### src/rtl/mdu_pkg.sv
// Shared encodings and defaults for the iterative multiply/divide unit.
package mdu_pkg;
  localparam int DEF_DATA_WIDTH = 32;
  localparam int DEF_CNT_WIDTH  = 5;

  typedef enum logic [1:0] {
    OP_MULT  = 2'b00,
    OP_MULTU = 2'b01,
    OP_DIV   = 2'b10,
    OP_DIVU  = 2'b11
  } op_e;

  typedef enum logic [1:0] {
    ST_IDLE = 2'b00,
    ST_RUN  = 2'b01,
    ST_FIX  = 2'b10
  } state_e;
endpackage

### src/rtl/mult_div_unit_if.sv
// Operand/result bundle between the register file, control unit and the MDU.
interface mult_div_unit_if #(
  parameter int DATA_WIDTH = 32
) ();
  logic                  Start;
  logic [1:0]            Op;
  logic [DATA_WIDTH-1:0] Operand_A;
  logic [DATA_WIDTH-1:0] Operand_B;
  logic                  Hi_Write;
  logic                  Lo_Write;
  logic [DATA_WIDTH-1:0] Write_Data;
  logic                  Busy;
  logic                  Done;
  logic                  Div_By_Zero;
  logic [DATA_WIDTH-1:0] Hi;
  logic [DATA_WIDTH-1:0] Lo;

  modport master (
    output Start, Op, Operand_A, Operand_B, Hi_Write, Lo_Write, Write_Data,
    input  Busy, Done, Div_By_Zero, Hi, Lo
  );

  modport slave (
    input  Start, Op, Operand_A, Operand_B, Hi_Write, Lo_Write, Write_Data,
    output Busy, Done, Div_By_Zero, Hi, Lo
  );
endinterface

### src/rtl/mdu_step.sv
// One combinational iteration: shift-add multiply (LSB first) or restoring divide (MSB first).
module mdu_step
  import mdu_pkg::*;
#(
  parameter int DATA_WIDTH = DEF_DATA_WIDTH
) (
  input  logic [2*DATA_WIDTH-1:0] acc,
  input  logic [DATA_WIDTH-1:0]   operand,
  input  logic                    in_bit,
  input  op_e                     op,
  output logic [2*DATA_WIDTH-1:0] acc_next,
  output logic                    q_bit
);
  localparam int W = DATA_WIDTH;

  logic [W:0] sum;
  logic [W:0] shifted;
  logic [W:0] trial;
  logic       borrow;

  always_comb begin
    sum      = {1'b0, acc[2*W-1:W]} + (in_bit ? {1'b0, operand} : '0);
    shifted  = {acc[2*W-1:W], in_bit};
    borrow   = shifted < {1'b0, operand};
    trial    = shifted - {1'b0, operand};
    acc_next = '0;
    q_bit    = 1'b0;
    unique case (op)
      OP_MULT, OP_MULTU: acc_next = {sum, acc[W-1:1]};
      default: begin
        // Quotient LSB is left clear here; the owner merges q_bit in.
        q_bit    = ~borrow;
        acc_next = {(borrow ? shifted[W-1:0] : trial[W-1:0]), acc[W-2:0], 1'b0};
      end
    endcase
  end
endmodule

### src/rtl/mult_div_unit.sv
// Iterative MULT/MULTU/DIV/DIVU unit with HI/LO registers; fixed DATA_WIDTH+1 cycle latency.
module mult_div_unit
  import mdu_pkg::*;
#(
  parameter int DATA_WIDTH = DEF_DATA_WIDTH,
  parameter int CNT_WIDTH  = DEF_CNT_WIDTH
) (
  input  logic             Clock,
  input  logic             Reset_n,
  mult_div_unit_if.slave   bus
);
  localparam int W = DATA_WIDTH;
  localparam logic [CNT_WIDTH-1:0] LAST = CNT_WIDTH'(W - 1);

  state_e               state;
  op_e                  op_q;
  logic [W-1:0]         a_q, b_q;
  logic                 sign_a, sign_b;
  logic [2*W-1:0]       acc;
  logic [CNT_WIDTH-1:0] cnt;
  logic [W-1:0]         hi_q, lo_q;
  logic                 busy_q, done_q, dbz_q;

  // Operand capture: magnitudes for signed ops, raw values otherwise.
  logic   in_signed, in_sa, in_sb;
  assign in_signed = ~bus.Op[0];
  assign in_sa     = in_signed & bus.Operand_A[W-1];
  assign in_sb     = in_signed & bus.Operand_B[W-1];

  logic           is_div, step_bit, q_bit;
  logic [W-1:0]   step_operand;
  logic [2*W-1:0] acc_next;
  assign is_div       = op_q[1];
  assign step_bit     = is_div ? a_q[LAST - cnt] : b_q[cnt];
  assign step_operand = is_div ? b_q : a_q;

  mdu_step #(.DATA_WIDTH(W)) u_step (
    .acc      (acc),
    .operand  (step_operand),
    .in_bit   (step_bit),
    .op       (op_q),
    .acc_next (acc_next),
    .q_bit    (q_bit)
  );

  // Sign correction applied in FIX.
  logic [2*W-1:0] prod;
  logic [W-1:0]   quot, rem, a_raw;
  logic           b_zero;
  assign prod   = (op_q == OP_MULT && (sign_a ^ sign_b)) ? -acc : acc;
  assign quot   = (op_q == OP_DIV && (sign_a ^ sign_b)) ? -acc[W-1:0] : acc[W-1:0];
  assign rem    = (op_q == OP_DIV && sign_a) ? -acc[2*W-1:W] : acc[2*W-1:W];
  assign a_raw  = sign_a ? -a_q : a_q;
  assign b_zero = (b_q == '0);

  always_ff @(posedge Clock or negedge Reset_n) begin
    if (!Reset_n) begin
      state  <= ST_IDLE;
      op_q   <= OP_MULT;
      a_q    <= '0;
      b_q    <= '0;
      sign_a <= 1'b0;
      sign_b <= 1'b0;
      acc    <= '0;
      cnt    <= '0;
      hi_q   <= '0;
      lo_q   <= '0;
      busy_q <= 1'b0;
      done_q <= 1'b0;
      dbz_q  <= 1'b0;
    end else begin
      done_q <= 1'b0;
      dbz_q  <= 1'b0;
      unique case (state)
        ST_IDLE: begin
          if (bus.Start) begin
            op_q   <= op_e'(bus.Op);
            a_q    <= in_sa ? -bus.Operand_A : bus.Operand_A;
            b_q    <= in_sb ? -bus.Operand_B : bus.Operand_B;
            sign_a <= in_sa;
            sign_b <= in_sb;
            acc    <= '0;
            cnt    <= '0;
            busy_q <= 1'b1;
            state  <= ST_RUN;
          end else begin
            if (bus.Hi_Write) hi_q <= bus.Write_Data;
            if (bus.Lo_Write) lo_q <= bus.Write_Data;
          end
        end
        ST_RUN: begin
          acc <= acc_next | {{(2*W-1){1'b0}}, q_bit};
          cnt <= cnt + 1'b1;
          if (cnt == LAST) state <= ST_FIX;
        end
        ST_FIX: begin
          if (is_div && b_zero) begin
            lo_q <= '1;
            hi_q <= a_raw;
          end else if (is_div) begin
            lo_q <= quot;
            hi_q <= rem;
          end else begin
            hi_q <= prod[2*W-1:W];
            lo_q <= prod[W-1:0];
          end
          done_q <= 1'b1;
          dbz_q  <= is_div & b_zero;
          busy_q <= 1'b0;
          state  <= ST_IDLE;
        end
        default: state <= ST_IDLE;
      endcase
    end
  end

  assign bus.Busy        = busy_q;
  assign bus.Done        = done_q;
  assign bus.Div_By_Zero = dbz_q;
  assign bus.Hi          = hi_q;
  assign bus.Lo          = lo_q;
endmodule
### src/flat_wrapper.sv
// flat-port wrapper written by rule: the top's interface ports become plain ports
module mult_div_unit_flat import mdu_pkg::*;
#(
  parameter int DATA_WIDTH = DEF_DATA_WIDTH,
  parameter int CNT_WIDTH  = DEF_CNT_WIDTH
)
  (Clock, Reset_n, bus_Start, bus_Op, bus_Operand_A, bus_Operand_B, bus_Hi_Write, bus_Lo_Write, bus_Write_Data, bus_Busy, bus_Done, bus_Div_By_Zero, bus_Hi, bus_Lo);
  mult_div_unit_if #(.DATA_WIDTH(DATA_WIDTH)) bus_i ();
  input  logic Clock;
  input  logic Reset_n;
  input wire logic [$bits(bus_i.Start)-1:0] bus_Start;
  input wire logic [$bits(bus_i.Op)-1:0] bus_Op;
  input wire logic [$bits(bus_i.Operand_A)-1:0] bus_Operand_A;
  input wire logic [$bits(bus_i.Operand_B)-1:0] bus_Operand_B;
  input wire logic [$bits(bus_i.Hi_Write)-1:0] bus_Hi_Write;
  input wire logic [$bits(bus_i.Lo_Write)-1:0] bus_Lo_Write;
  input wire logic [$bits(bus_i.Write_Data)-1:0] bus_Write_Data;
  output wire logic [$bits(bus_i.Busy)-1:0] bus_Busy;
  output wire logic [$bits(bus_i.Done)-1:0] bus_Done;
  output wire logic [$bits(bus_i.Div_By_Zero)-1:0] bus_Div_By_Zero;
  output wire logic [$bits(bus_i.Hi)-1:0] bus_Hi;
  output wire logic [$bits(bus_i.Lo)-1:0] bus_Lo;
  assign bus_i.Start = bus_Start;
  assign bus_i.Op = bus_Op;
  assign bus_i.Operand_A = bus_Operand_A;
  assign bus_i.Operand_B = bus_Operand_B;
  assign bus_i.Hi_Write = bus_Hi_Write;
  assign bus_i.Lo_Write = bus_Lo_Write;
  assign bus_i.Write_Data = bus_Write_Data;
  assign bus_Busy = bus_i.Busy;
  assign bus_Done = bus_i.Done;
  assign bus_Div_By_Zero = bus_i.Div_By_Zero;
  assign bus_Hi = bus_i.Hi;
  assign bus_Lo = bus_i.Lo;
  mult_div_unit #(.DATA_WIDTH(DATA_WIDTH), .CNT_WIDTH(CNT_WIDTH)) u_core (.Clock(Clock), .Reset_n(Reset_n), .bus(bus_i));
endmodule
### config.mk
export PLATFORM = sky130hd
export DESIGN_NAME = mult_div_unit_flat
export DESIGN_NICKNAME = d
export VERILOG_FILES = /design/src/rtl/mdu_pkg.sv /design/src/rtl/mult_div_unit_if.sv /design/src/rtl/mdu_step.sv /design/src/rtl/mult_div_unit.sv /design/src/flat_wrapper.sv
export SDC_FILE = /design/constraint.sdc
export NUM_CORES = 1
export LEC_CHECK = 0
export BUFFER_PORTS_ARGS = -buffer_cell sky130_fd_sc_hd__buf_2
export CORE_MARGIN = 4
export CORE_UTILIZATION = 35
export CTS_BUF_LIST = sky130_fd_sc_hd__clkbuf_8
export DETAILED_ROUTE_END_ITERATION = 8
export GPL_ROUTABILITY_DRIVEN = 1
export MAX_ROUTING_LAYER = met4
export PLACE_DENSITY = 0.57
export SLEW_MARGIN = 20
export SYNTH_ARGS = -nofsm -noshare
export SYNTH_HDL_FRONTEND = slang
export SYNTH_SLANG_ARGS = --single-unit
### constraint.sdc
create_clock -name Clock -period 5.05 [get_ports Clock]
set_clock_uncertainty 0.1 [all_clocks]
set_input_delay 0.505 -clock Clock [delete_from_list [all_inputs] [get_ports Clock]]
set_output_delay 0.505 -clock Clock [all_outputs]
set_load 0.05 [all_outputs]
# Word-level counts from Yosys, hierarchy flattened
# Index checks and enable logic that the tools add are counted.
[totals]
latchBits = 0
memories = 0
regBits = 206
out_inout_bits = 67
ram_bits = 0
mem_bits_ro = 0
[classes]
add_sub_neg = 10
eq_ne = 10
div = 0
shifts = 0
n_bitwise = 7
order_cmp = 3
n_reduce_logical = 16
mux = 37
n_mul = 0
[ops]
columns = ["operator", "n"]
rows = [
  ["$mux 32", 16],
  ["$mux 64", 3],
  ["$neg 32->32", 5],
  ["$pmux 32 s2", 2],
  ["$pmux 64 s2", 1],
  ["$neg 64->64", 1],
  ["$or 64x1->64", 1],
  ["$add 32x32->33", 1],
  ["$lt 33x32->1", 1],
  ["$logic_not 32->1", 1],
  ["$sub 32x32->32", 1],
  ["$lt 5x6->1 const B", 2],
  ["$bmux 1 s5", 2],
  ["$pmux 5 s2", 1],
  ["$ne 2x2->1 const B", 4],
  ["$reduce_and 2->1", 4],
  ["$mux 1", 7],
  ["$reduce_and 3->1", 2],
  ["$add 5x1->5 const B", 1],
  ["$eq 5x5->1 const B", 1],
  ["$mux 5", 1],
  ["$sub 5x5->5 const A", 1],
  ["$eq 2x1->1 const B", 2],
  ["$eq 2x2->1 const B", 2],
  ["11 further kinds", 20],
]

# Depth between registers and ports, before layout
[depth]
depth_word = 9
ltp_mapped = 24
depth_no_buf = 21

# Hierarchy
# Synthesis repeated with hierarchy kept, for this count alone.
[unflattened]
hier_cells = 2122
hier_area_um2 = 17030.1
[modules_own_cells]
columns = ["module", "area_each_um2", "cells_each", "instances", "seq_area_each_um2"]
rows = [
  ["mult_div_unit", 12542.0, 1456, 1, 5154.9],
  ["mdu_step", 4488.1, 666, 1, 0.0],
]

# Worst setup path after synthesis
# OpenSTA, ideal clock, no wires.
[synth_path]
path_type = "register to register"
startpoint = "register u_core.cnt[1]"
endpoint = "register u_core.acc[60]"
arrival_time_ns = 5.078
path_stages_with_launch = 20
slack_ns = -0.258
path_cell_list = "dfrtp_1 clkbuf_1 buf_2 mux4_2 mux4_2 a21oi_1 nand2_1 o21ai_1 clkbuf_1 nor2_1 ha_1 or2_2 a21o_1 a32oi_1 nor3_1 o31a_1 o41a_1 xor2_1 a22oi_1 o21ai_0"
[synth_between]
elab_chain_cells = 9
elab_cells_between_ends = 14
classes_between = "add/sub (3); order compare (1); mux (9); bitwise (1)"
[synth_rtl]
columns = ["item", "line_no", "source"]
rows = [
  ["start: declaration", "mult_div_unit.sv:20", "logic [CNT_WIDTH-1:0] cnt;"],
  ["start signal: assignment", "mult_div_unit.sv:93", "cnt <= cnt + 1'b1;"],
  ["$sub 5x5->5", "mult_div_unit.sv:34", "assign step_bit = is_div ? a_q[LAST - cnt] : b_q[cnt];"],
  ["$bmux 1 s5", "mult_div_unit.sv:34", ""],
  ["$mux 1 (implied by the code)", "mult_div_unit.sv:34", ""],
  ["$mux 1 *", "mult_div_unit.sv:34", ""],
  ["$sub 32x32->32, or another cell as far along", "mdu_step.sv:25", "trial = shifted - {1'b0, operand};"],
  ["$mux 32 or $add 32x32->33 (tied branches)", "mdu_step.sv:33, mdu_step.sv:22", ""],
  ["$mux 64 *", "mdu_step.sv:28", "unique case (op)"],
  ["$or 64x1->64 *", "mult_div_unit.sv:92", "acc <= acc_next | {{(2*W-1){1'b0}}, q_bit};"],
  ["$pmux 64 s2 *", "mult_div_unit.sv:74", "unique case (state)"],
  ["end signal: assignment", "mult_div_unit.sv:92", ""],
  ["end: declaration", "mult_div_unit.sv:19", "logic [2*W-1:0] acc;"],
]
# Every way passes the cells marked *; elsewhere a longest branch is shown, timed or not. The select of a mux whose other input is x is not followed.
# A chain may end at the register's enable or synchronous reset.

# Final worst setup path
[layout_path]
startpoint = "register u_core.cnt[1]"
endpoint = "register u_core.acc[56]"
# The elaborated chain is that of the path after synthesis.

==> reports/metrics.cfg <==
[run_status]
outcome=completed

[final_layout]
regArea_sq_mm=0.00516
multiInputGateArea_sq_mm=0.0112
fillers=4776
final_util_pct=43.1
final_area_sq_mm=0.0205
drive_gt1_share_pct=21.5
syn_to_final_growth_pct=22.1
final_nets=2508
diodes=0

[route]
via_count=17200
drcViolationCount=0
vias_per_cell=5.77
avgRoutedWirePerCell_um=22.3
dr.pass1.iters=5
drt-total-wl_mm=66.3
drt_iter0_drc=1572
drtAntennaViolNets=0

[logic_synthesis]
synth_area_leaders=dfrtp_1, o21ai_0, nand2_1
synth_edf_count=0
yosysTopAreaCell=dfrtp_1
ys_ff_latch=206
ys_types=79
netlist_instances=2059
yosys_warnings=0
ys_seq_area_share_pct=30.7
avgSynthCellArea_sq_um=8.16
syn_area_sq_mm=0.0168
syn_nets=2236
synth_ff_type=dfrtp_1
ys_async_sr_fraction_pct=100
synth.top_cell.area_share_pct=30.7

[sta]
finalHoldViolations=0
max_freq_mhz=203
slew_headroom_pct=20.5
fin_crit_sh_pct=97.5
fin_ws_ns=0.127
tightest_slew_ns=1.19
fin_crit_ns=4.92
setup_viol=0
report.final.slew_viol_count=0

[placed_design]
place_congestion=0.985
hpwl_mm=50.2
io_buffers=169
post_dp_cell_area_sq_mm=0.0193
preCtsSetupSlack_ns=-0.222

[cts]
insertion_delay_ns=0.61
h-tree-depth=2
clock_sinks=206
cts_made_buffers=42
cts_max_path_buffers=3
cts_tree=built
clkTransAtPathRegs_ns=0.06
clockRootBuffer=clkbuf_8

[critical_path]
cp_top_family=multiplexers
end_kind=register
slowest_stage=mux4_2
r2r-start=u_core.cnt[1]
critical_path_arrival_ns=5.36
crit_path_max_incr_delay_ns=0.50
required_ns=5.49
worst-path-buf-inv=4
critPathKind=register to register
startpoint_type=register
critPathLaunch=u_core.cnt[1]
path_cells=buf_12, mux4_2, mux4_2, mux2_4, o21ai_4, buf_6, nor2_1, ha_1, a211oi_4, o211ai_1, a32oi_2, buf_4, nor3_4, buf_4, o211ai_1, a21boi_1, mux2_4, nor4_4, a22o_1
path_max_fanout=6

[worst_hold_path]
min_path_type=primary input to register
hp-start=bus_Op[1]

[global_route]
grtUsageTotal_pct=25.8
busiest_layer=met2
grt_pass1_wl_mm=100
antenna_found_initial=1
grt_max_degree=175
first_global_vias=16500
grt_util_met1_pct=35.9
use_met2_pct=39.6
grt_use_met3_pct=3.42
grt.overflow.total=0

[die]
die_area_sq_mm=0.0516
initial_utilization_pct=35.3
coreArea_sq_mm=0.0475
die_w_um=227
die_h_um=227
num_io_pins=170
rows=80

[flow_run]
drv_cap=0

## worst register-to-register path: stages (launching register included)
cell      delay [ns]
dfrtp_2         0.44
buf_12          0.15
mux4_2          0.49
mux4_2          0.50
mux2_4          0.29
o21ai_4         0.21
buf_6           0.14
nor2_1          0.06
ha_1            0.36
a211oi_4        0.09
o211ai_1        0.32
a32oi_2         0.16
buf_4           0.18
nor3_4          0.18
buf_4           0.14
o211ai_1        0.10
a21boi_1        0.23
mux2_4          0.34
nor4_4          0.25
a22o_1          0.15
## cell families (layout without fill, tap and decap cells)
kind of cell / Yosys count / in the layout / share of synthesized area [%]
buffers and inverters: 170 / 470 / 3.90
multiplexers: 95 / 95 / 7.12
AO/OA/AOI/OAI: 651 / 651 / 23.7
AND/OR/NAND/NOR: 668 / 668 / 18.8
flip-flops: 206 / 206 / 30.7
XOR/XNOR: 195 / 195 / 10.2
adder cells (fa/ha/maj): 74 / 74 / 5.60
## sequential cells by signal (all words and copies together), names as in the netlist, 2 cells and up
signal / cells
u_core.a_q: 32
u_core.cnt: 5
u_core.op_q: 2
u_core.bus.Lo: 32
u_core.acc: 64
u_core.state: 2
u_core.b_q: 32
u_core.bus.Hi: 32
## area by class of cell
type                            count  area share [%]
Multi-Input combinational cell   1683            54.7
Inverter                           39           0.714
Tap cell                          615            3.75
Clock buffer                       54            3.62
Sequential cell                   206            25.2
Timing Repair Buffer              359            11.5
Clock inverter                     18           0.555
## layer usage
| layer | part of all wire, % | vias to the layer above |
|---|---|---|
| met3 | 6.4 | 101 |
| li1 | - | 8076 |
| met4 | 2.8 | 0 |
| met2 | 45 | 665 |
| met5 | 0 | - |
| met1 | 46 | 8332 |
## what timing repair did
| action | 4_1_cts | 5_1_grt |
|---|---|---|
| gates resized for setup | 9 | 33 |
| setup endpoints to repair | 5 | 26 |
| hold endpoints to repair | 100 | 0 |
| cloned | 0 | 1 |
| pin swaps | 2 | 19 |
| buffers inserted | 1 | 9 |
| hold buffers | 1 | 0 |
## per-stage QoR
step	std cells	setup TNS [ns]	hold WS, ns
2_1_floorplan	2059	0	0.109
3_3_place_gp	2891	-0.331	0.359
3_5_place_dp	2891	-0.640	0.369
4_1_cts	2965	0	0.0268
5_1_grt	2974	-0.0208	0.0463
6_report	2974	0	0.0622
## final timing paths
check                                    end  slack (ns)  depth (start not counted)
hold / removal                u_core.op_q[1]        0.06                          3
max in group asynchronous     u_core.op_q[1]        3.22                          3
setup reg to reg              u_core.acc[56]        0.13                         19
min in group asynchronous  u_core.bus.Lo[14]        0.50                          2
hold reg to reg            u_core.bus.Lo[14]        0.38                          2
setup / recovery              u_core.acc[56]        0.13                         19
## placed cells by master (no fill, tap or decap), types with 28 or more instances in the layout
cell type and n:
inv_1 45, o21ai_0 229, xor2_1 95, ha_1 70
nor2_1 157, nand2_1 240, xnor2_1 100, dfrtp_1 204
buf_2 168, mux2i_1 70, nor3_1 35, clkbuf_8 55
buf_4 181, a21o_1 28, o22ai_1 34, o31ai_1 28
a21oi_1 143, nand3_1 68
## cells in the mapped netlist, drive strengths merged, types with 7 or more instances
library cell and count:
o21ai 248, nand3 69, or2 9, nand2b 22
mux2i 70, a21o 28, nor3 36, o22ai 34
o211ai 11, xnor2 100, mux4 19, a41oi 7
o21a 8, inv 37, o221ai 14, clkbuf 106
o41ai 15, a211oi 16, a31oi 20, nand2 241
nand4 9, dfrtp 206, and3 22, nor2 158
and2 7, or4 15, nor2b 14, buf 25
or3 22, o31ai 32, nor4 26, a22oi 17
xor2 95, a21oi 145, a221oi 9, ha 72
Power is left out: the tool's default activity adds up to more than one toggle a clock period on the data nets, which glitch-free logic cannot reach.
